## config.mk

```make
export PLATFORM = sky130hd
export DESIGN_NAME = selftest_sequencer
export DESIGN_NICKNAME = d
export VERILOG_FILES = /design/src/rtl/arch_defs_pkg.sv /design/src/rtl/selftest_loader.sv /design/src/rtl/selftest_sequencer.sv
export SDC_FILE = /design/constraint.sdc
export NUM_CORES = 1
export LEC_CHECK = 0
export ABC_AREA = 1
export BUFFER_PORTS_ARGS = -buffer_cell sky130_fd_sc_hd__buf_2
export CORE_MARGIN = 4
export CORE_UTILIZATION = 45
export DETAILED_ROUTE_END_ITERATION = 10
export PLACE_DENSITY = 0.78
export SYNTH_ARGS = -nofsm -noshare
export SYNTH_HDL_FRONTEND = slang
export SYNTH_SLANG_ARGS = --single-unit
export TNS_END_PERCENT = 5
```

## constraint.sdc

```tcl
create_clock -name clk -period 1.7 [get_ports clk]
set_clock_uncertainty 0.05 [all_clocks]
set_input_delay 0.34 -clock clk [delete_from_list [all_inputs] [get_ports clk]]
set_output_delay 0.34 -clock clk [all_outputs]
set_load 0.02 [all_outputs]
```

## src/rtl/arch_defs_pkg.sv

```systemverilog
// arch_defs_pkg: shared state encoding for the self-test sequencer
package arch_defs_pkg;
  typedef enum logic [2:0] {ST_IDLE, ST_LOAD, ST_FLUSH, ST_RUN, ST_CHECK, ST_DONE} selftest_state_t;
endpackage

```

## src/rtl/selftest_loader.sv

```systemverilog
// selftest_loader: image ROM address counter with the RAM write trailing one cycle behind
module selftest_loader #(
  parameter int DATA_WIDTH = 8,
  parameter int ADDR_WIDTH = 4,
  parameter int IMG_DEPTH  = 16
) (
  input  logic                  clk,
  input  logic                  reset,
  input  logic                  i_clr,
  input  logic                  i_en,
  input  logic [DATA_WIDTH-1:0] i_img_data,
  output logic [ADDR_WIDTH-1:0] o_img_addr,
  output logic                  o_ram_we,
  output logic [ADDR_WIDTH-1:0] o_ram_addr,
  output logic [DATA_WIDTH-1:0] o_ram_wdata,
  output logic                  o_last
);
  localparam logic [ADDR_WIDTH-1:0] LAST_ADDR = ADDR_WIDTH'(IMG_DEPTH - 1);
  logic [ADDR_WIDTH-1:0] r_addr;
  logic [ADDR_WIDTH-1:0] r_ram_addr;
  logic                  r_we;
  assign o_last      = i_en && r_addr == LAST_ADDR;
  assign o_img_addr  = r_addr;
  assign o_ram_we    = r_we;
  assign o_ram_addr  = r_ram_addr;
  // ROM data arrives the cycle after its address, lined up with the registered write address
  assign o_ram_wdata = r_we ? i_img_data : '0;
  always_ff @(posedge clk or negedge reset)
    if (!reset) begin
      r_addr     <= '0;
      r_ram_addr <= '0;
      r_we       <= 1'b0;
    end else begin
      r_addr <= i_clr ? '0 : (i_en && !o_last) ? r_addr + 1'b1 : r_addr;
      r_we   <= i_en;
      if (i_en) r_ram_addr <= r_addr;
    end
endmodule

```

## src/rtl/selftest_sequencer.sv

```systemverilog
// selftest_sequencer: loads a program image, runs the CPU to HLT or timeout, checks probes
// Optional SELFTEST_MASK_EN adds check_en to exclude channels from the comparison.
module selftest_sequencer
  import arch_defs_pkg::*;
#(
  parameter int DATA_WIDTH = 8,
  parameter int ADDR_WIDTH = 4,
  parameter int IMG_DEPTH  = 16,
  parameter int TIMEOUT_W  = 8,
  parameter int NUM_CHECKS = 2
) (
  input  logic                             clk,
  input  logic                             reset,
  input  logic                             start,
  output logic                             cpu_hold,
  output logic [ADDR_WIDTH-1:0]            img_addr,
  input  logic [DATA_WIDTH-1:0]            img_data,
  output logic                             ram_we,
  output logic [ADDR_WIDTH-1:0]            ram_addr,
  output logic [DATA_WIDTH-1:0]            ram_wdata,
  input  logic                             cpu_halt,
  input  logic [NUM_CHECKS*DATA_WIDTH-1:0] probe_data,
  input  logic [NUM_CHECKS*DATA_WIDTH-1:0] expect_data,
`ifdef SELFTEST_MASK_EN
  input  logic [NUM_CHECKS-1:0]            check_en,
`endif
  output logic                             busy,
  output logic                             done,
  output logic                             pass,
  output logic                             timed_out,
  output logic [NUM_CHECKS-1:0]            fail_mask,
  output logic [TIMEOUT_W-1:0]             cycle_count
);
  localparam logic [TIMEOUT_W-1:0] LIMIT = '1;
  selftest_state_t       r_state;
  selftest_state_t       w_next;
  logic                  r_pass;
  logic                  r_timed_out;
  logic [NUM_CHECKS-1:0] r_fail_mask;
  logic [TIMEOUT_W-1:0]  r_cycles;
  logic                  w_start;
  logic                  w_last;
  logic [NUM_CHECKS-1:0] w_en;
  logic [NUM_CHECKS-1:0] w_mismatch;
`ifdef SELFTEST_MASK_EN
  assign w_en = check_en;
`else
  assign w_en = '1;
`endif
  for (genvar i = 0; i < NUM_CHECKS; i++) begin : g_cmp
    assign w_mismatch[i] = probe_data[i*DATA_WIDTH +: DATA_WIDTH] != expect_data[i*DATA_WIDTH +: DATA_WIDTH];
  end
  selftest_loader #(
    .DATA_WIDTH(DATA_WIDTH),
    .ADDR_WIDTH(ADDR_WIDTH),
    .IMG_DEPTH (IMG_DEPTH)
  ) u_loader (
    .clk        (clk),
    .reset      (reset),
    .i_clr      (w_start),
    .i_en       (r_state == ST_LOAD),
    .i_img_data (img_data),
    .o_img_addr (img_addr),
    .o_ram_we   (ram_we),
    .o_ram_addr (ram_addr),
    .o_ram_wdata(ram_wdata),
    .o_last     (w_last)
  );
  assign w_start = start && (r_state == ST_IDLE || r_state == ST_DONE);
  // halt is tested before the limit so a halt on the final cycle still gets checked
  assign w_next = w_start                ? ST_LOAD :
                  r_state == ST_LOAD     ? (w_last ? ST_FLUSH : ST_LOAD) :
                  r_state == ST_FLUSH    ? ST_RUN :
                  r_state == ST_RUN      ? (cpu_halt ? ST_CHECK : r_cycles == LIMIT ? ST_DONE : ST_RUN) :
                  r_state == ST_CHECK    ? ST_DONE : r_state;
  always_ff @(posedge clk or negedge reset)
    if (!reset) begin
      r_state     <= ST_IDLE;
      r_pass      <= 1'b0;
      r_timed_out <= 1'b0;
      r_fail_mask <= '0;
      r_cycles    <= '0;
    end else begin
      r_state <= w_next;
      if (w_start) begin
        r_pass      <= 1'b0;
        r_timed_out <= 1'b0;
        r_fail_mask <= '0;
        r_cycles    <= '0;
      end else if (r_state == ST_RUN && !cpu_halt) begin
        if (r_cycles == LIMIT) r_timed_out <= 1'b1;
        else r_cycles <= r_cycles + 1'b1;
      end else if (r_state == ST_CHECK) begin
        r_fail_mask <= w_mismatch & w_en;
        r_pass      <= ~|(w_mismatch & w_en);
      end
    end
  // hold stays released through CHECK so the halted CPU keeps its probed registers
  assign cpu_hold    = !(r_state == ST_RUN || r_state == ST_CHECK);
  assign busy        = r_state == ST_LOAD || r_state == ST_FLUSH || r_state == ST_RUN || r_state == ST_CHECK;
  assign done        = r_state == ST_DONE;
  assign pass        = r_pass;
  assign timed_out   = r_timed_out;
  assign fail_mask   = r_fail_mask;
  assign cycle_count = r_cycles;
endmodule

```

# Word-level counts from Yosys, hierarchy flattened
# Cells that the tools add are included.
# totals
ff_bits	24
output_inout_bits	32
# classes
n_addsub	2
n_eq_ne	11
mux	23
reduce_logical	23
# op_table
cell	count
8-bit 2-to-1 mux	4
3-bit 2-to-1 mux	7
8-bit != test	2
8-bit by 1-bit adder with 8-bit output (second input constant)	1
8-bit equality test (second input constant)	1
2-bit 2-to-1 mux	4
4-bit 2-to-1 mux	2
2-bit nonzero test	4
3-bit by 2-bit equality test with 1-bit output (second input constant)	2
3-bit equality test (second input constant)	2
1-bit 2-to-1 mux	6
2-bit AND reduction	3
1-bit logical OR	5
5-bit nonzero test	1
4-bit by 1-bit adder with 4-bit output (second input constant)	1
4-bit equality test (second input constant)	1
1-bit logical AND	4
1-bit logical NOT	4
2-bit by 1-bit != test with 1-bit output (second input constant)	2
3-bit by 1-bit equality test with 1-bit output (second input constant)	1
3-bit logical NOT	1
2-bit OR reduction	1

# Longest topological paths before layout
# Gate-level depths: netlist of the first run.
# logic_depth
depth_word	7
depth_mapped	9

# Hierarchy
# A second synthesis of the first run with hierarchy kept.
# unflattened
hier_cells	261
hier_area_um2	1660.3
# modules_own_cells
mod	n_inst	cells_per_inst	area_per_inst_um2	seq_area_each_um2
selftest_sequencer	1	199	1192.4	375.4
selftest_loader	1	62	467.9	225.2

# Least setup slack after synthesis of the first run
# No wires, ideal clock.
# synth_timing
kind	flip-flop to flip-flop
start	register r_cycles[1], in the netlist cycle_count[1]
end	register r_cycles[3], in the netlist cycle_count[3]
setup_time_ps	127
arrival_time_ps	1366
t_required_ps	1523
slack_ps	157
path_stages_with_launch	9
period_less_slack_ps	1543
path_cell_list	dfrtp_1 -> ha_1 -> inv_1 -> nor2_2 -> nand2_1 -> nand2_2 -> clkinv_2 -> nand3_1 -> o21ai_0
# synth_between
elab_chain_len	4
word_cells_on_any_way	7
classes_between	add/sub (1); eq/ne (2); mux (3); reduce/logical (1)
# synth_rtl
item	line	text
start: declaration	selftest_sequencer.sv:40	logic [TIMEOUT_W-1:0] r_cycles;
start signal: assignment	selftest_sequencer.sv:92	else r_cycles <= r_cycles + 1'b1;
8-bit by 1-bit adder with 8-bit output	selftest_sequencer.sv:92	
8-bit 2-to-1 mux	selftest_sequencer.sv:91	if (r_cycles == LIMIT) r_timed_out <= 1'b1;
8-bit 2-to-1 mux	selftest_sequencer.sv:90	end else if (r_state == ST_RUN && !cpu_halt) begin
8-bit 2-to-1 mux	selftest_sequencer.sv:85	if (w_start) begin
# Several ways; a longest one is shown, not always the timed one. The select of a mux whose other input is x is not followed.
# A chain may end at the register's enable or synchronous reset.

# Worst setup path in the final report of the first run
# layout_timing
start	register r_state[2]
end	output cpu_hold
# layout_between
elab_chain_len	3
word_cells_on_any_way	4
classes_between	eq/ne (2); reduce/logical (2)
# layout_rtl
item	line	text
start: declaration	selftest_sequencer.sv:35	selftest_state_t r_state;
start signal: assignment	selftest_sequencer.sv:84	r_state <= w_next;
3-bit by 2-bit equality test with 1-bit output / 3-bit equality test (equally long branches)	selftest_sequencer.sv:99	assign cpu_hold = !(r_state == ST_RUN || r_state == ST_CHECK);
1-bit logical OR *	selftest_sequencer.sv:99	
1-bit logical NOT *	selftest_sequencer.sv:99	
end: declaration	selftest_sequencer.sv:15	output logic cpu_hold,
# Every way passes the cells marked *; elsewhere a longest branch is shown, timed or not.

==> results of run 1 <==
==> Yosys cell counts <==
cell / instances / area, µm²
a21o_1: 1 / 7.51
a21oi_1: 4 / 20.0
a31oi_1: 1 / 6.26
buf_6: 1 / 11.3
clkbuf_1: 1 / 3.75
clkinv_2: 1 / 5.00
dfrtp_1: 24 / 601
ha_1: 2 / 25.0
inv_1: 46 / 173
inv_2: 4 / 15.0
nand2_1: 84 / 315
nand2_2: 5 / 31.3
nand2_4: 1 / 11.3
nand3_1: 13 / 65.1
nand3_2: 1 / 10.0
nand4_1: 1 / 6.26
nor2_1: 37 / 139
nor2_2: 1 / 6.26
nor2_4: 1 / 11.3
nor3_1: 1 / 5.00
nor3_4: 1 / 16.3
o21ai_0: 7 / 35.0
o21ai_1: 7 / 35.0
o21bai_1: 1 / 7.51
xor2_1: 5 / 43.8
==> timing repair <==
item | CTS | global route
setup endpoints to repair | 2 | 7
pin swaps | 2 | 2
setup buffers | 3 | 6
hold buffers | 1 | 0
hold endpoints to repair | 24 | 0
resized for setup | 8 | 17
==> report_power, final <==
part	total (mW)	internal, mW	switching, mW
combinational	0.118	0.0586	0.0590
sequential	0.571	0.571	0.000106
clock	0.303	0.131	0.172
total	0.991	0.761	0.231
==> final timing paths <==
kind / start / endpoint / slack (ns) / cells past startpoint
hold reg to reg: u_loader.o_ram_addr[0] / u_loader.o_ram_addr[0] / 0.44 / 2
max in group asynchronous: reset / r_state[2] / 0.74 / 2
setup / recovery: r_state[2] / cpu_hold / 0.04 / 5
hold / removal: cpu_halt / timed_out / 0.32 / 4
min in group asynchronous: reset / u_loader.o_img_addr[2] / 0.46 / 2
setup reg to reg: r_state[2] / r_state[2] / 0.14 / 9
==> per-stage QoR <==
stage	instance area [µm²]	instances
floorplan	1610	251
global placement	2030	371
global route	2210	385
CTS	2120	379
detailed placement	2030	371
finish	2210	385
==> layout make-up <==
type	count	share of cell area [%]
Clock buffer	4	1.64
Inverter	51	8.94
Multi-Input combinational cell	174	37.5
Sequential cell	24	27.3
Tap cell	46	2.60
Timing Repair Buffer	86	22.0
==> logic make-up after synthesis <==
family	share of synthesized area [%]
and+or+nand+nor	38.4
AOI/OAI and AO/OA	6.94
adders and majority gates	1.56
buffers and inverters	12.9
DFF	37.4
xor gates and xnor gates	2.73
==> worst min-delay path: cells and delay by family <==
family	cells	cell delay (ns)
simple gates	2	0.09
buf+inv	1	0.11
compound gates	1	0.12
==> layer usage <==
metal / part of all wire [%] / track usage [%] / vias to the layer above
met5: 0 / 0 / -
met4: 0.31 / 1.52 / 0
met3: 9.8 / 5.32 / 4
met2: 48 / 32.1 / 64
met1: 41 / 18.9 / 771
li1: - / - / 929
==> flip-flops by register name, summed over array words and instances (netlist names) <==
| signal | cells |
|---|---|
| fail_mask | 2 |
| r_state | 3 |
| u_loader.o_ram_we | 1 |
| timed_out | 1 |
| pass | 1 |
| u_loader.o_ram_addr | 4 |
| u_loader.o_img_addr | 4 |
| cycle_count | 8 |
==> impl_metrics.yaml, run 1 <==
run_status:
  outcome: "completed"
cts:
  cts_max_path_buffers: 2
  cts_tree: "built"
  clk_pin_slew_worst_paths_ns: 0.13
  h-tree-depth: 1
  cts-root-buf: "clkbuf_4"
  cts.sinks: 24
  numCtsBuffers: 3
  clk_latency_ns: 0.31
floorplan:
  die_w_um: 67.7
  core_area_um2: 3390
  die_h_um: 67.7
  start_util_pct: 47.4
  fp.dieArea_um2: 4590
  rows: 21
  io_pins: 76
timing:
  fin_crit_ns: 1.66
  fmax_mhz: 603
  setup_viol: 0
  fin_ws_ns: 0.0410
  period_share_pct: 97.6
  fin_hold_ws_ns: 0.321
  setup_tns_ns: 0
  finalMaxSlewViolations: 0
  worstMarginPinSlew_ns: 0.539
  hold_viol: 0
  slew_headroom_pct: 64.1
power:
  power.total_mw: 0.991
  ir_drop_mv: 0.279
  power.density_nw_per_um2: 448
  p_leak_nw: 1.39
critical_path:
  cp-end-kind: "output port"
  slowest_stage: "dfrtp_2"
  crit_path_max_incr_delay_ns: 0.44
  crit_buf_inv: 3
  crit_fanout: 4
  worstPathRequired_ns: 1.31
  path_delay_family: "flip-flops"
  crit_chain: "inv_2 > nand2_2 > inv_1 > a21oi_2 > buf_6"
  start_kind: "flop"
  critPathKind: "reg2out"
  arrival_ns: 1.27
global_routing:
  grt_overflow_total: 0
  grt_usage_pct: 16.9
  grt_pass1_vias: 1511
  grt_max_degree: 25
  grt_first_pass_wirelength_um: 6060
  grt_antenna_before_repair: 0
routing:
  drc: 0
  vias_per_cell: 4.59
  wl_per_cell_um: 10.1
  dr.pass1.iters: 4
  ant_nets: 0
  routed_wl_um: 3880
  vias: 1768
  drt_iter0_markers: 68
synthesis:
  synth_fp_nets: 297
  yosys_warnings: 0
  ys_ff_latch: 24
  synth_seq_area_share_pct: 37.4
  syn_inst: 251
  syn_area_per_cell_um2: 6.40
  yosys.cell_types.count: 25
  synth_area_um2: 1610
layout:
  final_util_pct: 65.2
  seqCellArea_um2: 604
  layout_commonest_cell: "nand2_1"
  drive_gt1_share_pct: 34.5
  n_antenna_cell: 0
  nets: 386
  multi_input_area_um2: 828
  areaGrowthSynthToFinish_pct: 37.7
  fillers: 323
  most-common-layout-cells: "81 x nand2_1, 72 x buf_2, 44 x inv_1"
flow_run:
  drv_cap: 0
placed_design:
  dp_hpwl_um: 3020
  pre_cts_slack_ns: 0.126
  port_buffers: 75
  gp_congestion: 0.849
worst_hold_path:
  hp-class: "in2reg"
Note: power is estimated with default switching activity, not from simulation.
==> run 2, diff against run 1 <==
--- a/config.mk
+++ b/config.mk
@@ -8,9 +8,9 @@
 export ABC_AREA = 1
 export BUFFER_PORTS_ARGS = -buffer_cell sky130_fd_sc_hd__buf_2
 export CORE_MARGIN = 4
-export CORE_UTILIZATION = 45
+export CORE_UTILIZATION = 40
 export DETAILED_ROUTE_END_ITERATION = 10
-export PLACE_DENSITY = 0.78
+export PLACE_DENSITY = 0.71
 export SYNTH_ARGS = -nofsm -noshare
 export SYNTH_HDL_FRONTEND = slang
 export SYNTH_SLANG_ARGS = --single-unit
==> run 2 against run 1 <==
The run now ends with hold timing left; flip-flop and latch count is the same; largest power group unchanged; combinational power is essentially flat; clock-buffer cell count shrank 1; largest cell class unchanged; highest routed layer unchanged.
==> impl_metrics.yaml, run 2 (synthesis gave the netlist of run 1 again) <==
routing:
  wl_met1_um: 1640
  dr.pass1.iters: 4
  vias: 1701
  vias_per_cell: 4.44
  highest_layer: "met4"
  met2_length_um: 1790
  ant_nets: 0
  wl_per_cell_um: 10.1
  routed_wl_um: 3850
  drc: 0
  drt_iter0_markers: 88
  wl_met3_um: 366
critical_path:
  slowest_stage: "dfrtp_1"
  crit_path_max_incr_delay_ns: 0.42
  cp-end-kind: "output port"
  rr_startpoint: "r_state[1]"
  critPathKind: "reg2out"
  start_kind: "flop"
  worstPathRequired_ns: 1.31
  crit_chain: "buf_4 > nand2_4 > inv_2 > a21oi_2 > buf_6"
  ff2ff_setup_slack_ns: 0.14
  reg2regPathDepth: 9
  arrival_ns: 1.27
  rr_endpoint: "cycle_count[7]"
  crit_fanout: 5
floorplan:
  rows: 22
  io_pins: 76
  die_h_um: 71.4
  start_util_pct: 42.6
  die_w_um: 71.4
  core_area_um2: 3770
  fp.dieArea_um2: 5090
timing:
  fin_crit_ns: 1.66
  finalMaxSlewViolations: 0
  slew_headroom_pct: 64.9
  period_share_pct: 97.9
  grt_setup_unrepaired: "true"
  fin_ws_ns: 0.0360
  hold_viol: 24
  fin_hold_ws_ns: -0.0155
  setup_viol: 0
  worstMarginPinSlew_ns: 0.527
  fmax_mhz: 601
placed_design:
  port_buffers: 75
  dpl-instance-area_um2: 2030
  gp_congestion: 0.849
  dp_hpwl_um: 3010
  pre_cts_slack_ns: 0.152
  dp.cells: 373
layout:
  layout_commonest_cell: "nand2_1"
  areaGrowthSynthToFinish_pct: 36.4
  most-common-layout-cells: "83 x nand2_1, 74 x buf_2, 45 x inv_1"
  n_antenna_cell: 0
  final_util_pct: 58.1
  fin_area_um2: 2190
  stdcell_count: 383
  largest_reg_flops: 8
  nets: 382
  drive_gt1_share_pct: 32.2
power:
  power.density_nw_per_um2: 545
  p_leak_nw: 1.39
  ir_drop_mv: 0.418
cts:
  cts-root-buf: "clkbuf_8"
  cts.sinks: 24
  numCtsBuffers: 3
  cts_max_path_buffers: 2
  h-tree-depth: 1
  clk_pin_slew_worst_paths_ns: 0.09
  clk_latency_ns: 0.27
  cts_tree: "built"
flow_run:
  drv_cap: 0
global_routing:
  grt_first_pass_wirelength_um: 6270
  grt_antenna_before_repair: 0
  grt_usage_pct: 14.9
  grt_pass1_vias: 1530
  grt_overflow_total: 0
  grt_max_degree: 25
run_status:
  outcome: "finished with violations"
  violations: "hold timing"
worst_hold_path:
  hp-class: "in2async"
==> run 2: through the flow <==
stage / hold slack (ns) / power, mW / setup TNS (ns)
CTS: 0.00512 / 1.20 / 0
finish: -0.0155 / 1.19 / 0
floorplan: -0.00559 / 0.628 / 0
global route: 0.0333 / 1.24 / -0.0280
global placement: 0.302 / 0.697 / 0
detailed placement: 0.303 / 0.701 / 0
==> run 2: report_power, final <==
group,total [mW],leakage [nW],switching [mW],internal [mW]
Sequential,0.571,0.283,0.000115,0.570
Combinational,0.117,1.07,0.0595,0.0572
Clock,0.505,0.0357,0.190,0.315
Total,1.19,1.39,0.250,0.943
==> run 2: cell type report <==
| cell class | count | area, µm² |
|---|---|---|
| tap | 48 | 60.1 |
| timing repair buffer | 82 | 434 |
| clock buffer | 3 | 41.3 |
| inverter | 51 | 193 |
| clock inverter | 1 | 30.0 |
| fill | 352 | 1580 |
| multi-input combinational | 174 | 828 |
| sequential | 24 | 603 |
==> run 2: worst max-delay path by stage <==
stage | slack (ns) | from | endpoint | depth (start not counted)
CTS | 0.01 | r_state[2] | cpu_hold | 5
global placement | 0.20 | r_state[2] | cpu_hold | 5
finish | 0.04 | r_state[2] | cpu_hold | 5
floorplan | 0.16 | cycle_count[1] | cycle_count[3] | 8
global route | -0.01 | r_state[2] | cpu_hold | 5
detailed placement | 0.15 | cycle_count[0] | cycle_count[3] | 8
==> run 2: critical path, delay by kind of cell, from the launching register on <==
kind / cells / cell delay, ns
buf+inv: 3 / 0.35
compound gates: 1 / 0.13
flops: 1 / 0.42
simple gates: 1 / 0.10
==> run 2: layer usage <==
metal / vias to the layer above / global-route usage, %
met5: - / 0
met4: 0 / 2.92
met3: 8 / 4.77
met2: 62 / 25.6
met1: 711 / 18.2
li1: 920 / -
==> run 2: timing repair <==
| action | CTS | global route |
|---|---|---|
| buffers inserted | 4 | 2 |
| gates resized for setup | 6 | 6 |
| endpoints found under the setup margin | 2 | 5 |
| pin swaps | 1 | 1 |
| hold buffers | 0 | 0 |
==> run 3, diff against run 2 <==
--- a/config.mk
+++ b/config.mk
@@ -7,10 +7,11 @@
 export LEC_CHECK = 0
 export ABC_AREA = 1
 export BUFFER_PORTS_ARGS = -buffer_cell sky130_fd_sc_hd__buf_2
-export CORE_MARGIN = 4
+export CORE_ASPECT_RATIO = 0.9
+export CORE_MARGIN = 1
 export CORE_UTILIZATION = 40
 export DETAILED_ROUTE_END_ITERATION = 10
-export PLACE_DENSITY = 0.71
+export PLACE_DENSITY = 0.73
 export SYNTH_ARGS = -nofsm -noshare
 export SYNTH_HDL_FRONTEND = slang
 export SYNTH_SLANG_ARGS = --single-unit
==> constraint.sdc (replaced) <==
create_clock -name clk -period 1.4 [get_ports clk]
set_clock_uncertainty 0.05 [all_clocks]
set_input_delay 0.28 -clock clk [delete_from_list [all_inputs] [get_ports clk]]
set_output_delay 0.28 -clock clk [all_outputs]
set_load 0.02 [all_outputs]
==> run 3 against run 2 <==
Die area fell by 16%; worst setup slack got worse by 0.18 ns; critical path depth did not move; clock power fell by 8.7%; global-route usage rose by 3.8 points; flip-flop and latch count did not move; highest routed layer is now met3; sequential power rose by 21%; critical endpoint unchanged; the flow finishes with violations (setup timing); cell area rose by 6.1%; combinational power rose by 22%; utilization rose by 3.3 points.
==> impl_metrics.yaml, run 3 (synthesis gave the netlist of run 1 again) <==
layout:
  most-common-layout-cells: "82 x nand2_1, 72 x buf_2, 44 x inv_1"
  fillers: 353
  largest_reg_flops: 8
  fin_area_um2: 2320
  stdcell_count: 399
  layout_commonest_cell: "nand2_1"
  n_antenna_cell: 0
  nets: 400
  areaGrowthSynthToFinish_pct: 44.7
  drive_gt1_share_pct: 36.5
critical_path:
  critPathKind: "reg2out"
  worstPathRequired_ns: 1.07
  start_kind: "flop"
  cp-end-kind: "output port"
  crit_fanout: 4
  arrival_ns: 1.21
global_routing:
  grt_util_met1_pct: 23.0
  grt_util_met2_pct: 33.0
  grt_overflow_total: 0
  grt_max_degree: 25
  grt-busiest-layer: "met2"
  grt_first_pass_wirelength_um: 6200
  grt_antenna_before_repair: 0
  grt_util_met3_pct: 4.78
  grt_usage_pct: 18.7
  grt_pass1_vias: 1583
timing:
  setup_tns_ns: -0.680
  fin_crit_ns: 1.54
  worstMarginPinSlew_ns: 0.529
  fmax_mhz: 648
  fin_ws_ns: -0.142
  hold_viol: 0
  period_share_pct: 110
  setup_viol: 11
  slew_headroom_pct: 64.8
  finalMaxSlewViolations: 0
  grt_setup_unrepaired: "true"
worst_hold_path:
  hp-class: "in2reg"
floorplan:
  die_w_um: 68.8
  io_pins: 76
  die_h_um: 62.1
  fp.dieArea_um2: 4270
  rows: 21
  core_area_um2: 3780
  start_util_pct: 42.4
power:
  pwr-share-seq_pct: 53.4
  p_leak_nw: 1.47
  combPwrFrac_pct: 11.0
  p_clk_share_pct: 35.6
  ir_drop_mv: 0.575
  swShare_pct: 21.8
  power.total_mw: 1.30
  power.density_nw_per_um2: 559
  p_int_mw: 1.01
  switching_power_mw: 0.283
cts:
  clk_pin_slew_worst_paths_ns: 0.08
  cts_max_path_buffers: 2
  h-tree-depth: 1
  clk_latency_ns: 0.26
  cts.sinks: 24
  numCtsBuffers: 3
  cts-root-buf: "clkbuf_8"
  cts_tree: "built"
routing:
  routed_wl_um: 3620
  ant_nets: 0
  vias_per_cell: 4.52
  vias: 1802
  dr.pass1.iters: 4
  wl_per_cell_um: 9.08
  drc: 0
  drt_iter0_markers: 39
placed_design:
  dp.cells: 389
  dpl-instance-area_um2: 2180
  pre_cts_slack_ns: -0.0110
  port_buffers: 75
  dp_hpwl_um: 2970
  gp_congestion: 0.818
run_status:
  violations: "setup timing"
  outcome: "finished with violations"
flow_run:
  drv_cap: 0
## run 3: cell count changes in the layout (fill, tap and decap cells not counted), moves of 2 or more
cell / before / now
nand2_2: 5 / 7
buf_2: 74 / 72
buf_4: 7 / 24
buf_6: 1 / 3
inv_4: 0 / 2
## run 3: final cells by class
type,count,area (µm²),share of cell area [%]
multi-input cells,174,825,35.5
flip-flops and latches,24,604,26.0
repair buffers,100,584,25.2
inverters,51,196,8.46
well taps,46,57.6,2.48
clock buffers,4,55.1,2.37
## run 3: repair_timing
action                                 4_1_cts  5_1_grt
setup endpoints to repair                    6       31
hold buffers                                 1        0
resized for setup                            7       10
pin swaps                                    4        4
setup buffers                                5        0
endpoints found under the hold margin       24        0
## run 3: through the flow
stage | util [%] | hold slack (ns)
after global routing | 61.4 | 0.360
after detailed placement | 57.6 | 0.245
after global placement | 57.6 | 0.245
after floorplan | - | -0.0656
after CTS | 60.8 | 0.324
final | 61.4 | 0.326
## run 3: critical path: stages, from the launching register on
cell and delay (ns):
dfrtp_1 0.43, nor2_2 0.16, nand2_2 0.10, inv_2 0.08, a21oi_2 0.04, buf_4 0.15
## run 3: path summary, 6_finish.rpt
check | start | end | slack, ns | cells after the start
setup reg to reg | r_state[2] | cycle_count[7] | -0.09 | 9
hold / removal | cpu_halt | timed_out | 0.33 | 4
setup / recovery | r_state[0] | cpu_hold | -0.14 | 5
max in group asynchronous | reset | cycle_count[0] | 0.45 | 2
min in group asynchronous | reset | u_loader.o_ram_addr[0] | 0.47 | 2
hold reg to reg | u_loader.o_ram_addr[0] | u_loader.o_ram_addr[0] | 0.42 | 2
## run 3: power groups by stage
stage	sequential, mW	combinational (mW)	clock, mW
global placement	0.707	0.140	0
CTS	0.693	0.146	0.476
finish	0.693	0.143	0.461
floorplan	0.707	0.0549	0
global route	0.693	0.172	0.501
detailed placement	0.707	0.143	0
## run 3: routing by layer
layer | part of all wire [%] | vias up | routed length [µm]
met4 | 0 | 0 | 0
li1 | - | 952 | -
met5 | 0 | - | 0
met2 | 48 | 66 | 1740
met3 | 7.6 | 0 | 276
met1 | 44 | 784 | 1610
